## src/rtl/blueprint_snd_pkg.sv

```systemverilog
`default_nettype none
// ============================================================================
// Module   : blueprint_snd_pkg
// Purpose  : Shared widths, fixed-point constants and the output saturator.
// Revision : 1.0
// ============================================================================
package blueprint_snd_pkg;

    localparam int DEC_LOG2_DEF = 10;
    localparam int GAIN_FRAC    = 3;
    localparam int LPF_FRAC     = 4;
    localparam int GAIN_MAX     = 16;

    localparam int SAMPLE_W = 16;
    localparam int GAIN_W   = $clog2(GAIN_MAX + 1);
    localparam int PROD_W   = SAMPLE_W + GAIN_W;
    localparam int SCALED_W = PROD_W - GAIN_FRAC;

    localparam logic signed [SCALED_W-1:0] Q_MAX = SCALED_W'(32767);
    localparam logic signed [SCALED_W-1:0] Q_MIN = SCALED_W'(-32768);

    // Clamp the gain-scaled product into the signed 16-bit output range.
    function automatic logic [SAMPLE_W-1:0] sat16(input logic signed [SCALED_W-1:0] v);
        logic [SAMPLE_W-1:0] r;
        if (v > Q_MAX) begin
            r = 16'h7fff;
        end else if (v < Q_MIN) begin
            r = 16'h8000;
        end else begin
            r = v[SAMPLE_W-1:0];
        end
        return r;
    endfunction

endpackage
`default_nettype wire

```

## src/rtl/blueprint_snd_lpf.sv

```systemverilog
`default_nettype none
// ============================================================================
// Module   : blueprint_snd_lpf
// Purpose  : One-pole IIR low-pass, alpha = 2^-FILT_SHIFT, 16.4 fixed-point state.
// Revision : 1.0
// ============================================================================
module blueprint_snd_lpf
    import blueprint_snd_pkg::*;
#(
    parameter int FILT_SHIFT = 2
) (
    input  logic                clk_49m,
    input  logic                reset,
    input  logic                en,
    input  logic [SAMPLE_W-1:0] x,
    output logic [SAMPLE_W-1:0] y
);
    localparam int S_W = SAMPLE_W + LPF_FRAC;

    logic [S_W-1:0]        s_q;
    logic [S_W-1:0]        s_d;
    logic signed [S_W:0]   x_ext;
    logic signed [S_W:0]   diff;
    logic signed [S_W:0]   step;
    logic [S_W:0]          sum;

    // One guard bit keeps (x - s) exact; the update itself never leaves the 20-bit range.
    always_comb begin
        x_ext = {x[SAMPLE_W-1], x, {LPF_FRAC{1'b0}}};
        diff  = x_ext - {s_q[S_W-1], s_q};
        step  = diff >>> FILT_SHIFT;
        sum   = {s_q[S_W-1], s_q} + step;
        s_d   = s_q;
        if (en) begin
            s_d = sum[S_W-1:0];
        end
    end

    always_ff @(posedge clk_49m or negedge reset) begin
        if (!reset) begin
            s_q <= '0;
        end else begin
            s_q <= s_d;
        end
    end

    assign y = s_q[S_W-1:LPF_FRAC];

endmodule
`default_nettype wire

```

## src/rtl/blueprint_snd_out.sv

```systemverilog
`default_nettype none
// ============================================================================
// Module   : blueprint_snd_out
// Purpose  : Box-car decimator, output LPF, ramped master gain and saturator.
// Revision : 1.0
// ============================================================================
module blueprint_snd_out
    import blueprint_snd_pkg::*;
#(
    parameter int DEC_LOG2   = DEC_LOG2_DEF,
    parameter int FILT_SHIFT = 2
) (
    input  logic        clk_49m,
    input  logic        reset,
    input  logic [15:0] sound_in,
    input  logic [3:0]  volume,
    input  logic        mute,
    input  logic        pause,
    output logic [15:0] sample_o,
    output logic        sample_stb
);
    localparam int ACC_W = SAMPLE_W + DEC_LOG2;

    logic [DEC_LOG2-1:0] ph_q;
    logic [DEC_LOG2-1:0] ph_d;
    logic [ACC_W-1:0]    acc_q;
    logic [ACC_W-1:0]    acc_d;
    logic [ACC_W-1:0]    acc_sum;
    logic [SAMPLE_W-1:0] avg_q;
    logic [SAMPLE_W-1:0] avg_d;
    logic                avg_vld_q;
    logic                avg_vld_d;
    logic                s_vld_q;
    logic                s_vld_d;
    logic [GAIN_W-1:0]   g_q;
    logic [GAIN_W-1:0]   g_d;
    logic [GAIN_W-1:0]   g_tgt;
    logic [PROD_W-1:0]   prod_q;
    logic [PROD_W-1:0]   prod_d;
    logic                prod_vld_q;
    logic                prod_vld_d;
    logic [SAMPLE_W-1:0] sample_q;
    logic [SAMPLE_W-1:0] sample_d;
    logic                stb_q;
    logic                stb_d;
    logic [SAMPLE_W-1:0] lpf_y;
    logic                ph_term;

    blueprint_snd_lpf #(
        .FILT_SHIFT (FILT_SHIFT)
    ) u_lpf (
        .clk_49m (clk_49m),
        .reset   (reset),
        .en      (avg_vld_q),
        .x       (avg_q),
        .y       (lpf_y)
    );

    // The terminal sample is folded into the average directly so the
    // accumulator can restart from zero on the same clock.
    always_comb begin
        ph_term   = (ph_q == {DEC_LOG2{1'b1}});
        ph_d      = ph_q + DEC_LOG2'(1);
        acc_sum   = acc_q + {{DEC_LOG2{sound_in[SAMPLE_W-1]}}, sound_in};
        acc_d     = ph_term ? '0 : acc_sum;
        avg_vld_d = ph_term;
        avg_d     = ph_term ? acc_sum[ACC_W-1:DEC_LOG2] : avg_q;
    end

    // Gain steps once per sample, on the same clock the filter state advances.
    always_comb begin
        g_tgt = (mute | pause) ? '0 : GAIN_W'(volume) + GAIN_W'(1);
        g_d   = g_q;
        if (avg_vld_q) begin
            if (g_q < g_tgt) begin
                g_d = g_q + GAIN_W'(1);
            end else if (g_q > g_tgt) begin
                g_d = g_q - GAIN_W'(1);
            end
        end
        s_vld_d = avg_vld_q;
    end

    always_comb begin
        prod_d     = {{GAIN_W{lpf_y[SAMPLE_W-1]}}, lpf_y} * {{SAMPLE_W{1'b0}}, g_q};
        prod_vld_d = s_vld_q;
        stb_d      = prod_vld_q;
        sample_d   = prod_vld_q ? sat16(prod_q[PROD_W-1:GAIN_FRAC]) : sample_q;
    end

    always_ff @(posedge clk_49m or negedge reset) begin
        if (!reset) begin
            ph_q       <= '0;
            acc_q      <= '0;
            avg_q      <= '0;
            avg_vld_q  <= 1'b0;
            s_vld_q    <= 1'b0;
            g_q        <= '0;
            prod_q     <= '0;
            prod_vld_q <= 1'b0;
            sample_q   <= '0;
            stb_q      <= 1'b0;
        end else begin
            ph_q       <= ph_d;
            acc_q      <= acc_d;
            avg_q      <= avg_d;
            avg_vld_q  <= avg_vld_d;
            s_vld_q    <= s_vld_d;
            g_q        <= g_d;
            prod_q     <= prod_d;
            prod_vld_q <= prod_vld_d;
            sample_q   <= sample_d;
            stb_q      <= stb_d;
        end
    end

    assign sample_o   = sample_q;
    assign sample_stb = stb_q;

endmodule
`default_nettype wire
```

## config.mk

```make
export PLATFORM = sky130hd
export DESIGN_NAME = blueprint_snd_out
export DESIGN_NICKNAME = d
export VERILOG_FILES = /design/src/rtl/blueprint_snd_pkg.sv /design/src/rtl/blueprint_snd_lpf.sv /design/src/rtl/blueprint_snd_out.sv
export SDC_FILE = /design/constraint.sdc
export NUM_CORES = 1
export LEC_CHECK = 0
export CAP_MARGIN = 15
export CORE_ASPECT_RATIO = 1.5
export CORE_MARGIN = 1
export CORE_UTILIZATION = 55
export DETAILED_ROUTE_END_ITERATION = 8
export PLACE_DENSITY = 0.85
export RECOVER_POWER = 25
export SLEW_MARGIN = 20
export SYNTH_ARGS = -nofsm -noshare
export SYNTH_HDL_FRONTEND = slang
export SYNTH_SLANG_ARGS = --single-unit
```

## constraint.sdc

```tcl
create_clock -name clk_49m -period 4 [get_ports clk_49m]
set_clock_uncertainty 0.05 [all_clocks]
set_input_delay 1 -clock clk_49m [delete_from_list [all_inputs] [get_ports clk_49m]]
set_output_delay 1 -clock clk_49m [all_outputs]
set_load 0.01 [all_outputs]
```

==> results of run 1 <==
[layer usage]
layer	GRT usage (%)	share of wire, %	vias up
li1	-	-	4136
met1	26.0	36	4256
met2	52.9	55	318
met3	5.25	3.8	142
met4	18.4	6.0	0
met5	0	0	-
[placed cells by master (no fill, tap or decap), types with 6 or more instances in the layout]
cell type and n:
buf_4 120, inv_1 118, dfrtp_1 113, nor2_1 110
ha_1 92, nand2_1 89, o21ai_0 56, and2_1 51
xnor2_1 51, a21oi_1 50, fa_1 49, clkdlybuf4s50_1 39
a21o_1 34, nand3_1 25, xor2_1 24, nor3_1 20
o211ai_1 20, clkbuf_16 17, o21a_1 16, ha_4 13
nor2b_1 9, inv_2 9, buf_6 9, o21ai_1 8
and2_4 8, o21bai_1 7, mux2i_1 7, and3_1 6
mux2_2 6, bufinv_16 6
[flip-flops by register name (all words and copies together), names as in the netlist, 5 cells and up]
register and cells:
sample_o 16, acc_q 26, ph_q 10, u_lpf.s_q 20, avg_q 16, g_q 5
prod_q 18
[worst paths after layout]
check | depth (start not counted) | start | slack (ps) | endpoint
max reg2reg | 16 | g_q[1] | -420 | prod_q[20]
min in group asynchronous | 1 | reset | 920 | prod_q[6]
max in group asynchronous | 1 | reset | 1960 | g_q[1]
max | 16 | g_q[1] | -420 | prod_q[20]
min reg2reg | 0 | prod_vld_d | 310 | prod_vld_q
min | 0 | prod_vld_d | 310 | prod_vld_q
[timing repair]
action | 4_1_cts | 5_1_grt
gates resized for setup | 28 | 41
buffers inserted | 9 | 12
endpoints found under the setup margin | 7 | 11
hold endpoints to repair | 0 | 0
pin swaps | 21 | 30
[cells in the mapped netlist, drive strengths merged (2+ instances only)]
| library cell | count | share of area [%] |
|---|---|---|
| o21ai | 68 | 3.5 |
| or2 | 3 | 0.19 |
| dfrtp | 115 | 29 |
| o21bai | 10 | 0.78 |
| a221oi | 2 | 0.17 |
| and3 | 6 | 0.37 |
| nor4 | 5 | 0.52 |
| o31a | 3 | 0.37 |
| a41oi | 2 | 0.17 |
| xor2 | 24 | 2.1 |
| or3 | 5 | 0.31 |
| a21o | 36 | 2.7 |
| nor3 | 23 | 1.2 |
| nand2b | 4 | 0.25 |
| nor2b | 11 | 0.69 |
| buf | 5 | 0.20 |
| inv | 128 | 4.8 |
| nor3b | 2 | 0.15 |
| a31oi | 4 | 0.40 |
| ha | 108 | 13 |
| a21oi | 55 | 2.7 |
| xnor2 | 55 | 4.8 |
| nor2 | 114 | 4.3 |
| mux2 | 6 | 0.67 |
| nand3b | 2 | 0.15 |
| a211oi | 7 | 0.62 |
| o211ai | 20 | 1.5 |
| a31o | 5 | 0.44 |
| o21a | 16 | 1.2 |
| o2111ai | 2 | 0.17 |
| nand4 | 4 | 0.25 |
| fa | 50 | 10 |
| mux2i | 7 | 0.70 |
| and2 | 59 | 3.7 |
| and4 | 2 | 0.17 |
| o41ai | 4 | 0.76 |
| o31ai | 7 | 0.52 |
| clkbuf | 21 | 0.79 |
| nand2 | 89 | 3.3 |
| nand3 | 26 | 1.3 |
[final cells by class]
| class | instances | area [sq um] | share of cell area, % |
|---|---|---|---|
| Multi-Input combinational cell | 856 | 7010 | 55.0 |
| Tap cell | 217 | 272 | 2.13 |
| Clock buffer | 17 | 425 | 3.34 |
| Clock inverter | 15 | 238 | 1.86 |
| Timing Repair Buffer | 172 | 1440 | 11.3 |
| Sequential cell | 115 | 2880 | 22.6 |
| Inverter | 129 | 487 | 3.82 |
[metrics by stage]
| step | TNS (ps) | instances | area, sq um |
|---|---|---|---|
| floorplan | -182 | 1127 | 10200 |
| global placement | -855 | 1468 | 11600 |
| detailed placement | -2360 | 1468 | 11600 |
| CTS | -812 | 1509 | 12400 |
| global route | -3380 | 1521 | 12700 |
| finish | -2050 | 1521 | 12700 |
[power by group]
part | internal, mW | switching (mW)
clock | 1.16 | 0.576
sequential | 1.32 | 0.0651
combinational | 0.707 | 0.915
total | 3.19 | 1.56
[kinds of logic (layout without fill, tap and decap cells)]
| logic type | count (synthesis) | in the layout | share of synthesized area [%] |
|---|---|---|---|
| mux | 13 | 13 | 1.37 |
| simple gates | 358 | 358 | 17.1 |
| xor+xnor | 79 | 79 | 6.89 |
| fa+ha+maj | 158 | 158 | 23.4 |
| compound gates | 248 | 248 | 16.7 |
| flops | 115 | 115 | 28.7 |
| buf+inv | 156 | 333 | 5.89 |
==> results.sh, run 1 <==
export IMPL_crit_chain="and2_4 -> fa_1 -> inv_1 -> fa_1 -> fa_1 -> inv_2 -> ha_4 -> buf_4 -> a21oi_4 -> o21a_1 -> o31ai_4 -> o41ai_2 -> o2111ai_1 -> a21o_1 -> o31ai_2 -> xnor2_1"
export IMPL_grt_max_degree=60
export IMPL_root_buffer="clkbuf_16"
export IMPL_fmax_mhz=226
export IMPL_synth_area_sq_mm=0.0100
export IMPL_cp_arrival_ps=4720
export IMPL_seq_area_frac_synth_pct=28.7
export IMPL_syn_to_final_growth_pct=27.0
export IMPL_critPathCaptureType="flop"
export IMPL_cpMostUsedCell="fa_1"
export IMPL_pre_cts_slack_ps=-386
export IMPL_insertion_delay_ps=430
export IMPL_syn_nets=1309
export IMPL_drive_above_1_share_pct=20.2
export IMPL_grt_overflow=0
export IMPL_criticalPathCategory="reg -> reg"
export IMPL_power_density_mw_per_mm2=372
export IMPL_drc=4
export IMPL_maxCapViolCount=1
export IMPL_grt_pass1_wl_um=41000
export IMPL_relSlewSlack_pct=-4.01
export IMPL_port_buffer_count=40
export IMPL_clock_sinks=115
export IMPL_critPathLaunchType="flop"
export IMPL_htree_levels=4
export IMPL_hold_buffers=0
export IMPL_vias=8852
export IMPL_status="finished, violations left"
export IMPL_core_sq_mm=0.0179
export IMPL_rows=60
export IMPL_violations="design-rule violations, max-capacitance violations, max-slew violations, negative setup slack"
export IMPL_worst_path_max_delay_cell="fa_1"
export IMPL_first_iter_violations=613
export IMPL_top_level_ports=41
export IMPL_tightest_slew_ps=1560
export IMPL_setup_violations=8
export IMPL_grt_pass1_vias=9305
export IMPL_synthCells=1127
export IMPL_synth_flop_cell="dfrtp_1"
export IMPL_hp_class="reg -> reg"
export IMPL_cts_made_buffers=17
export IMPL_post_route_period_util_pct=111
export IMPL_fp_dieW_um=112
export IMPL_grtUsageTotal_pct=27.5
export IMPL_vias_per_cell=5.82
export IMPL_detail_route_antenna_nets=0
export IMPL_synth_area_per_cell_sq_um=8.91
export IMPL_wirelength_um=26200
export IMPL_path_buf_inv=3
export IMPL_final_util_pct=71.1
export IMPL_clockBufferDepth=2
export IMPL_nNetsFinal=1473
export IMPL_die_h_um=167
export IMPL_ir_drop_uv=470
export IMPL_gp_congestion=0.906
export IMPL_whs_ps=314
export IMPL_dieArea_sq_mm=0.0188
export IMPL_yosys_warnings=0
export IMPL_firstDrtPassIters=9
export IMPL_slew_violations=59
export IMPL_p_leak_nw=6.15
export IMPL_synth_seq_cells=115
export IMPL_clkTransAtPathRegs_ps=60
export IMPL_cts_tree="built"
export IMPL_antenna_cells=0
export IMPL_finalHoldViolCount=0
export IMPL_required_ps=4300
export IMPL_start_util_pct=56.0
export IMPL_worst_path_max_fanout=4
export IMPL_synthArstFlopShare_pct=100
export IMPL_synth_edf_count=0
export IMPL_num_fill_cells=1179
export IMPL_total_power_mw=4.75
export IMPL_finalWorstSetupSlack_ps=-421
export IMPL_min_period_ps=4420
export IMPL_antenna_found_initial=0
export IMPL_rsz0062_at_grt="true"
export IMPL_worst_path_dominant_cell_family="adder cells"
export IMPL_hpwlAfterDp_um=17100
export IMPL_max_stage_delay_ps=540
export IMPL_routedWlPerCell_um=17.3
export IMPL_synth_cell_type_count=64
Note: power is estimated with default switching activity, not from simulation.
==> inputs of run 2 (changes only) <==
--- a/config.mk
+++ b/config.mk
@@ -5,7 +5,8 @@
 export SDC_FILE = /design/constraint.sdc
 export NUM_CORES = 1
 export LEC_CHECK = 0
-export CAP_MARGIN = 15
+export ABC_AREA = 1
+export CAP_MARGIN = 40
 export CORE_ASPECT_RATIO = 1.5
 export CORE_MARGIN = 1
 export CORE_UTILIZATION = 55
==> results.sh, run 2 <==
export IMPL_yosys_warnings=0
export IMPL_htree_levels=4
export IMPL_insertion_delay_ps=430
export IMPL_synth_compound_area_share_pct=11.3
export IMPL_clockBufferDepth=2
export IMPL_synth_area_per_cell_sq_um=7.27
export IMPL_grt_max_degree=86
export IMPL_drive_above_1_share_pct=6.64
export IMPL_hpwlAfterDp_um=21500
export IMPL_clkTransAtPathRegs_ps=60
export IMPL_critPathCaptureType="flop"
export IMPL_synth_top_cell_area_share_pct=26.7
export IMPL_seqPwrFrac_pct=29.7
export IMPL_detail_route_antenna_nets=0
export IMPL_swShare_pct=38.4
export IMPL_ir_drop_uv=412
export IMPL_wirelength_um=27400
export IMPL_grt_pass1_wl_um=45800
export IMPL_cpMostUsedCell="nand2_1"
export IMPL_synth_seq_cells=115
export IMPL_crit_chain="nand2_1 -> inv_1 -> fa_1 -> inv_1 -> fa_1 -> fa_1 -> inv_1 -> ha_1 -> a21oi_2 -> nand2_1 -> a21oi_2 -> o21ai_1 -> nand3_1 -> nand2_1 -> nand2_1 -> nand2_1 -> nand2_1 -> nand2_1"
export IMPL_cts_made_buffers=17
export IMPL_power_density_mw_per_mm2=378
export IMPL_total_power_mw=4.66
export IMPL_p_clk_share_pct=33.7
export IMPL_min_period_ps=3860
export IMPL_required_ps=4270
export IMPL_root_buffer="clkbuf_16"
export IMPL_setup_violations=0
export IMPL_p_int_mw=2.87
export IMPL_p_sw_mw=1.79
export IMPL_vias_per_cell=5.35
export IMPL_port_buffer_count=40
export IMPL_synth_cell_type_count=40
export IMPL_reg_top3="acc_q (26), u_lpf.s_q (20), prod_q (18)"
export IMPL_synth_common_cells="nand2_1, inv_1, dfrtp_1"
export IMPL_maxCapViolCount=1
export IMPL_vias=9758
export IMPL_slew_violations=32
export IMPL_syn_to_final_growth_pct=14.2
export IMPL_synthCells=1483
export IMPL_die_h_um=174
export IMPL_yosysMostFrequentCell="nand2_1"
export IMPL_yosysTopAreaCell="dfrtp_1"
export IMPL_fp_dieW_um=116
export IMPL_antenna_found_initial=0
export IMPL_post_cts_buffers=0
export IMPL_start_util_pct=56.3
export IMPL_critPathLaunchType="flop"
export IMPL_nNetsFinal=1736
export IMPL_worst_path_max_delay_cell="fa_1"
export IMPL_grt_overflow=0
export IMPL_fmax_mhz=259
export IMPL_cp_arrival_ps=4140
export IMPL_cts_tree="built"
export IMPL_synthArstFlopShare_pct=100
export IMPL_synth_fa_ha_area_share_pct=21.8
export IMPL_grt_pass1_vias=10186
export IMPL_synthSimpleGateAreaFrac_pct=23.1
export IMPL_finalHoldViolCount=0
export IMPL_status="finished, violations left"
export IMPL_criticalPathCategory="reg -> reg"
export IMPL_hold_buffers=0
export IMPL_grtUsageTotal_pct=29.3
export IMPL_synthMuxAreaShare_pct=0.104
export IMPL_synth_area_leaders="dfrtp_1, nand2_1, ha_1"
export IMPL_most_common_layout_cells="nand2_1, inv_1, nor2_1"
export IMPL_routedWlPerCell_um=15.0
export IMPL_p_leak_nw=6.85
export IMPL_worst_path_dominant_cell_family="adder cells"
export IMPL_post_route_period_util_pct=96.5
export IMPL_final_util_pct=64.3
export IMPL_top_level_ports=41
export IMPL_gp_congestion=1.02
export IMPL_firstDrtPassIters=5
export IMPL_drc=0
export IMPL_worst_path_max_fanout=8
export IMPL_relSlewSlack_pct=-22.3
export IMPL_tightest_slew_ps=1840
export IMPL_synth_flop_cell="dfrtp_1"
export IMPL_syn_nets=1665
export IMPL_first_iter_violations=375
export IMPL_core_sq_mm=0.0192
export IMPL_synth_edf_count=0
export IMPL_max_stage_delay_ps=540
export IMPL_largest_reg_flops=26
export IMPL_timing_setup_tns_ps=0
export IMPL_antenna_cells=0
export IMPL_dieArea_sq_mm=0.0202
export IMPL_layout_commonest_cell="nand2_1"
export IMPL_combPwrFrac_pct=36.6
export IMPL_largest_register="acc_q"
export IMPL_yosys_area_share_xor_xnor_pct=5.52
export IMPL_hp_class="reg -> reg"
export IMPL_seq_area_frac_synth_pct=26.7
export IMPL_synth_area_sq_mm=0.0108
export IMPL_synth_top_family_by_area="simple AND/OR/NAND/NOR gates"
export IMPL_violations="max-capacitance violations, max-slew violations"
export IMPL_clock_sinks=115
export IMPL_rows=62
export IMPL_path_buf_inv=3
==> run 2: final timing paths <==
| path | startpoint | endpoint | slack [ps] | cells past startpoint |
|---|---|---|---|---|
| max | u_lpf.s_q[7] | prod_q[16] | 140 | 18 |
| min | prod_vld_d | prod_vld_q | 350 | 0 |
| max reg2reg | u_lpf.s_q[7] | prod_q[16] | 140 | 18 |
| min reg2reg | prod_vld_d | prod_vld_q | 350 | 0 |
| max in group asynchronous | reset | u_lpf.s_q[11] | 750 | 2 |
| min in group asynchronous | reset | g_q[4] | 1010 | 1 |
==> run 2: cell families after synthesis <==
family | count (synthesis)
AOI/OAI and AO/OA | 214
xor gates and xnor gates | 68
adders and majority gates | 158
buffers and inverters | 325
DFF | 115
muxes | 1
and+or+nand+nor | 602
==> run 2: power groups by stage <==
stage	clock [mW]	sequential, mW	combinational [mW]
2_1_floorplan	0	1.37	1.27
6_report	1.57	1.38	1.70
5_1_grt	1.63	1.40	1.94
4_1_cts	1.58	1.38	1.70
3_3_place_gp	0	1.40	1.64
3_5_place_dp	0	1.40	1.69
==> run 2: area by class of cell <==
type                            count  area [sq um]
Clock buffer                       17           425
Clock inverter                     15           173
Fill cell                        1624          6840
Inverter                          302          1130
Multi-Input combinational cell   1043          6730
Sequential cell                   115          2890
Tap cell                          256           320
Timing Repair Buffer               75           657
==> run 2: what timing repair did <==
action                                 4_1_cts  5_1_grt
resized for setup                            1       23
pin swaps                                    0        0
setup endpoints to repair                    1       13
gates cloned                                 0        0
endpoints found under the hold margin        0        0
==> run 2: stage by stage <==
step                      worst slack [ps]  hold WS (ps)  instances  area [sq um]
after CTS                             38.5           351       1823         12300
after detailed placement              7.09           339       1791         11700
final                                  139           345       1823         12300
after global routing                 -38.9           360       1823         12300
after floorplan                       34.7           281       1483         10800
after global placement                 110           323       1790         11700
==> run 2: routing by layer <==
metal,up-vias,track usage (%),share of wire (%)
met5,-,0,0
met4,0,23.7,8.6
met3,130,3.53,2.8
met2,238,55.2,54
met1,4551,27.2,35
li1,4839,-,-
==> inputs of run 3 (changes only) <==
--- a/config.mk
+++ b/config.mk
@@ -6,7 +6,6 @@
 export NUM_CORES = 1
 export LEC_CHECK = 0
 export ABC_AREA = 1
-export CAP_MARGIN = 40
 export CORE_ASPECT_RATIO = 1.5
 export CORE_MARGIN = 1
 export CORE_UTILIZATION = 55
==> results.sh, run 3 (synthesis gave the netlist of run 2 again) <==
export IMPL_post_route_period_util_pct=96.5
export IMPL_required_ps=4280
export IMPL_status="finished, violations left"
export IMPL_cp_arrival_ps=4140
export IMPL_fp_dieW_um=116
export IMPL_worst_path_dominant_cell_family="adder cells"
export IMPL_clock_sinks=115
export IMPL_grtUsageTotal_pct=29.0
export IMPL_whs_ps=348
export IMPL_fmax_mhz=259
export IMPL_min_from="prod_vld_d"
export IMPL_drc=0
export IMPL_finalHoldViolCount=0
export IMPL_largest_register="acc_q"
export IMPL_gp_congestion=1.02
export IMPL_firstDrtPassIters=7
export IMPL_setup_violations=0
export IMPL_root_buffer="clkbuf_16"
export IMPL_critPathLaunchType="flop"
export IMPL_port_buffer_count=40
export IMPL_grt_pass1_vias=10267
export IMPL_regArea_sq_mm=0.00288
export IMPL_grt_max_degree=86
export IMPL_total_power_mw=4.71
export IMPL_min_to="prod_vld_q"
export IMPL_violations="max-capacitance violations, max-slew violations"
export IMPL_maxCapViolCount=1
export IMPL_post_cts_buffers=0
export IMPL_vias=9867
export IMPL_antenna_cells=0
export IMPL_antenna_found_initial=0
export IMPL_largest_reg_flops=26
export IMPL_reg_top3="acc_q (26), u_lpf.s_q (20), prod_q (18)"
export IMPL_worst_path_max_delay_cell="fa_1"
export IMPL_regToRegEndpoint="prod_q[16]"
export IMPL_die_h_um=174
export IMPL_dieArea_sq_mm=0.0202
export IMPL_vias_per_cell=5.42
export IMPL_criticalPathCategory="reg -> reg"
export IMPL_clockBufferDepth=2
export IMPL_clkTransAtPathRegs_ps=60
export IMPL_placed_area_sq_mm=0.0117
export IMPL_grt_pass1_wl_um=45600
export IMPL_ir_drop_uv=383
export IMPL_max_stage_delay_ps=540
export IMPL_hpwlAfterDp_um=21500
export IMPL_rows=62
export IMPL_fin_area_sq_mm=0.0123
export IMPL_first_iter_violations=358
export IMPL_relSlewSlack_pct=-19.4
export IMPL_crit_chain="nand2_1 -> inv_1 -> fa_1 -> inv_1 -> fa_1 -> fa_1 -> inv_1 -> ha_1 -> a21oi_2 -> nand2_1 -> a21oi_2 -> o21ai_1 -> nand3_1 -> nand2_1 -> nand2_1 -> nand2_1 -> nand2_1 -> nand2_1"
export IMPL_power_density_mw_per_mm2=382
export IMPL_rrSetupSlack_ps=140
export IMPL_p_leak_nw=6.85
export IMPL_cpMostUsedCell="nand2_1"
export IMPL_layout_commonest_cell="nand2_1"
export IMPL_slew_violations=32
export IMPL_top_level_ports=41
export IMPL_r2r_start="u_lpf.s_q[7]"
export IMPL_start_util_pct=56.3
export IMPL_syn_to_final_growth_pct=14.2
export IMPL_critPathCaptureType="flop"
export IMPL_min_path_cells=0
export IMPL_core_sq_mm=0.0192
export IMPL_path_buf_inv=3
export IMPL_num_fill_cells=1640
export IMPL_drive_above_1_share_pct=6.39
export IMPL_nNetsFinal=1735
export IMPL_cts_tree="built"
export IMPL_hp_class="reg -> reg"
export IMPL_routedWlPerCell_um=14.9
export IMPL_tightest_slew_ps=1790
export IMPL_most_common_layout_cells="nand2_1, inv_1, nor2_1, dfrtp_1, ha_1"
export IMPL_cts_made_buffers=17
export IMPL_wirelength_um=27200
export IMPL_min_period_ps=3860
export IMPL_grt_overflow=0
export IMPL_reg2reg_depth=18
export IMPL_detail_route_antenna_nets=0
export IMPL_insertion_delay_ps=430
export IMPL_htree_levels=4
export IMPL_worst_path_max_fanout=8
export IMPL_multiInputGateArea_sq_mm=0.00672
run 3: repair_timing:
action,4_1_cts,5_1_grt
hold buffers,0,0
endpoints found under the setup margin,1,12
pin swaps,0,0
gates resized for setup,2,16
run 3: worst max-delay path by stage:
stage                       startpoint    endpoint  slack [ps]  cells past startpoint
after floorplan                 g_q[1]  prod_q[19]          30                     17
after global placement    u_lpf.s_q[7]  prod_q[16]         110                     18
after detailed placement     volume[0]      g_q[4]          -4                     14
after CTS                 u_lpf.s_q[7]  prod_q[16]          30                     18
after global routing      u_lpf.s_q[7]  prod_q[16]         -20                     18
final                     u_lpf.s_q[7]  prod_q[16]         140                     18
run 3: area by class of cell:
type	count	area share [%]
flip-flops and latches	115	23.4
repair buffers	74	5.27
multi-input cells	1043	54.6
clock buffers	17	3.45
well taps	256	2.60
clock inverters	15	1.48
inverters	302	9.20
run 3: report_power, final:
| part | switching [mW] | internal, mW | total (mW) |
|---|---|---|---|
| Sequential | 0.0642 | 1.32 | 1.38 |
| Combinational | 1.10 | 0.615 | 1.72 |
| Clock | 0.624 | 0.983 | 1.61 |
| Total | 1.79 | 2.92 | 4.71 |
run 3: per-layer routing:
metal / GRT usage, % / part of all wire [%] / vias up
li1: - / - / 4829
met1: 26.2 / 34 / 4657
met2: 55.5 / 55 / 247
met3: 4.72 / 2.7 / 134
met4: 21.6 / 8.1 / 0
met5: 0 / 0 / -
run 3: through the flow:
| stage | setup TNS [ps] | setup WS, ps | cells | util [%] |
|---|---|---|---|---|
| global placement | 0 | 110 | 1790 | 60.9 |
| detailed placement | -3.88 | -3.88 | 1790 | 60.9 |
| finish | 0 | 140 | 1822 | 64.3 |
| floorplan | 0 | 34.7 | 1483 | - |
| CTS | 0 | 30.3 | 1822 | 64.1 |
| global route | -22.4 | -19.5 | 1822 | 64.3 |
run 3: worst register-to-register path: stages (launching register included):
cell	delay [ps]
dfrtp_2	460
nand2_1	90
inv_1	50
fa_1	530
inv_1	50
fa_1	460
fa_1	540
inv_1	50
ha_1	350
a21oi_2	200
nand2_1	140
a21oi_2	200
o21ai_1	150
nand3_1	110
nand2_1	80
nand2_1	80
nand2_1	60
nand2_1	50
nand2_1	40
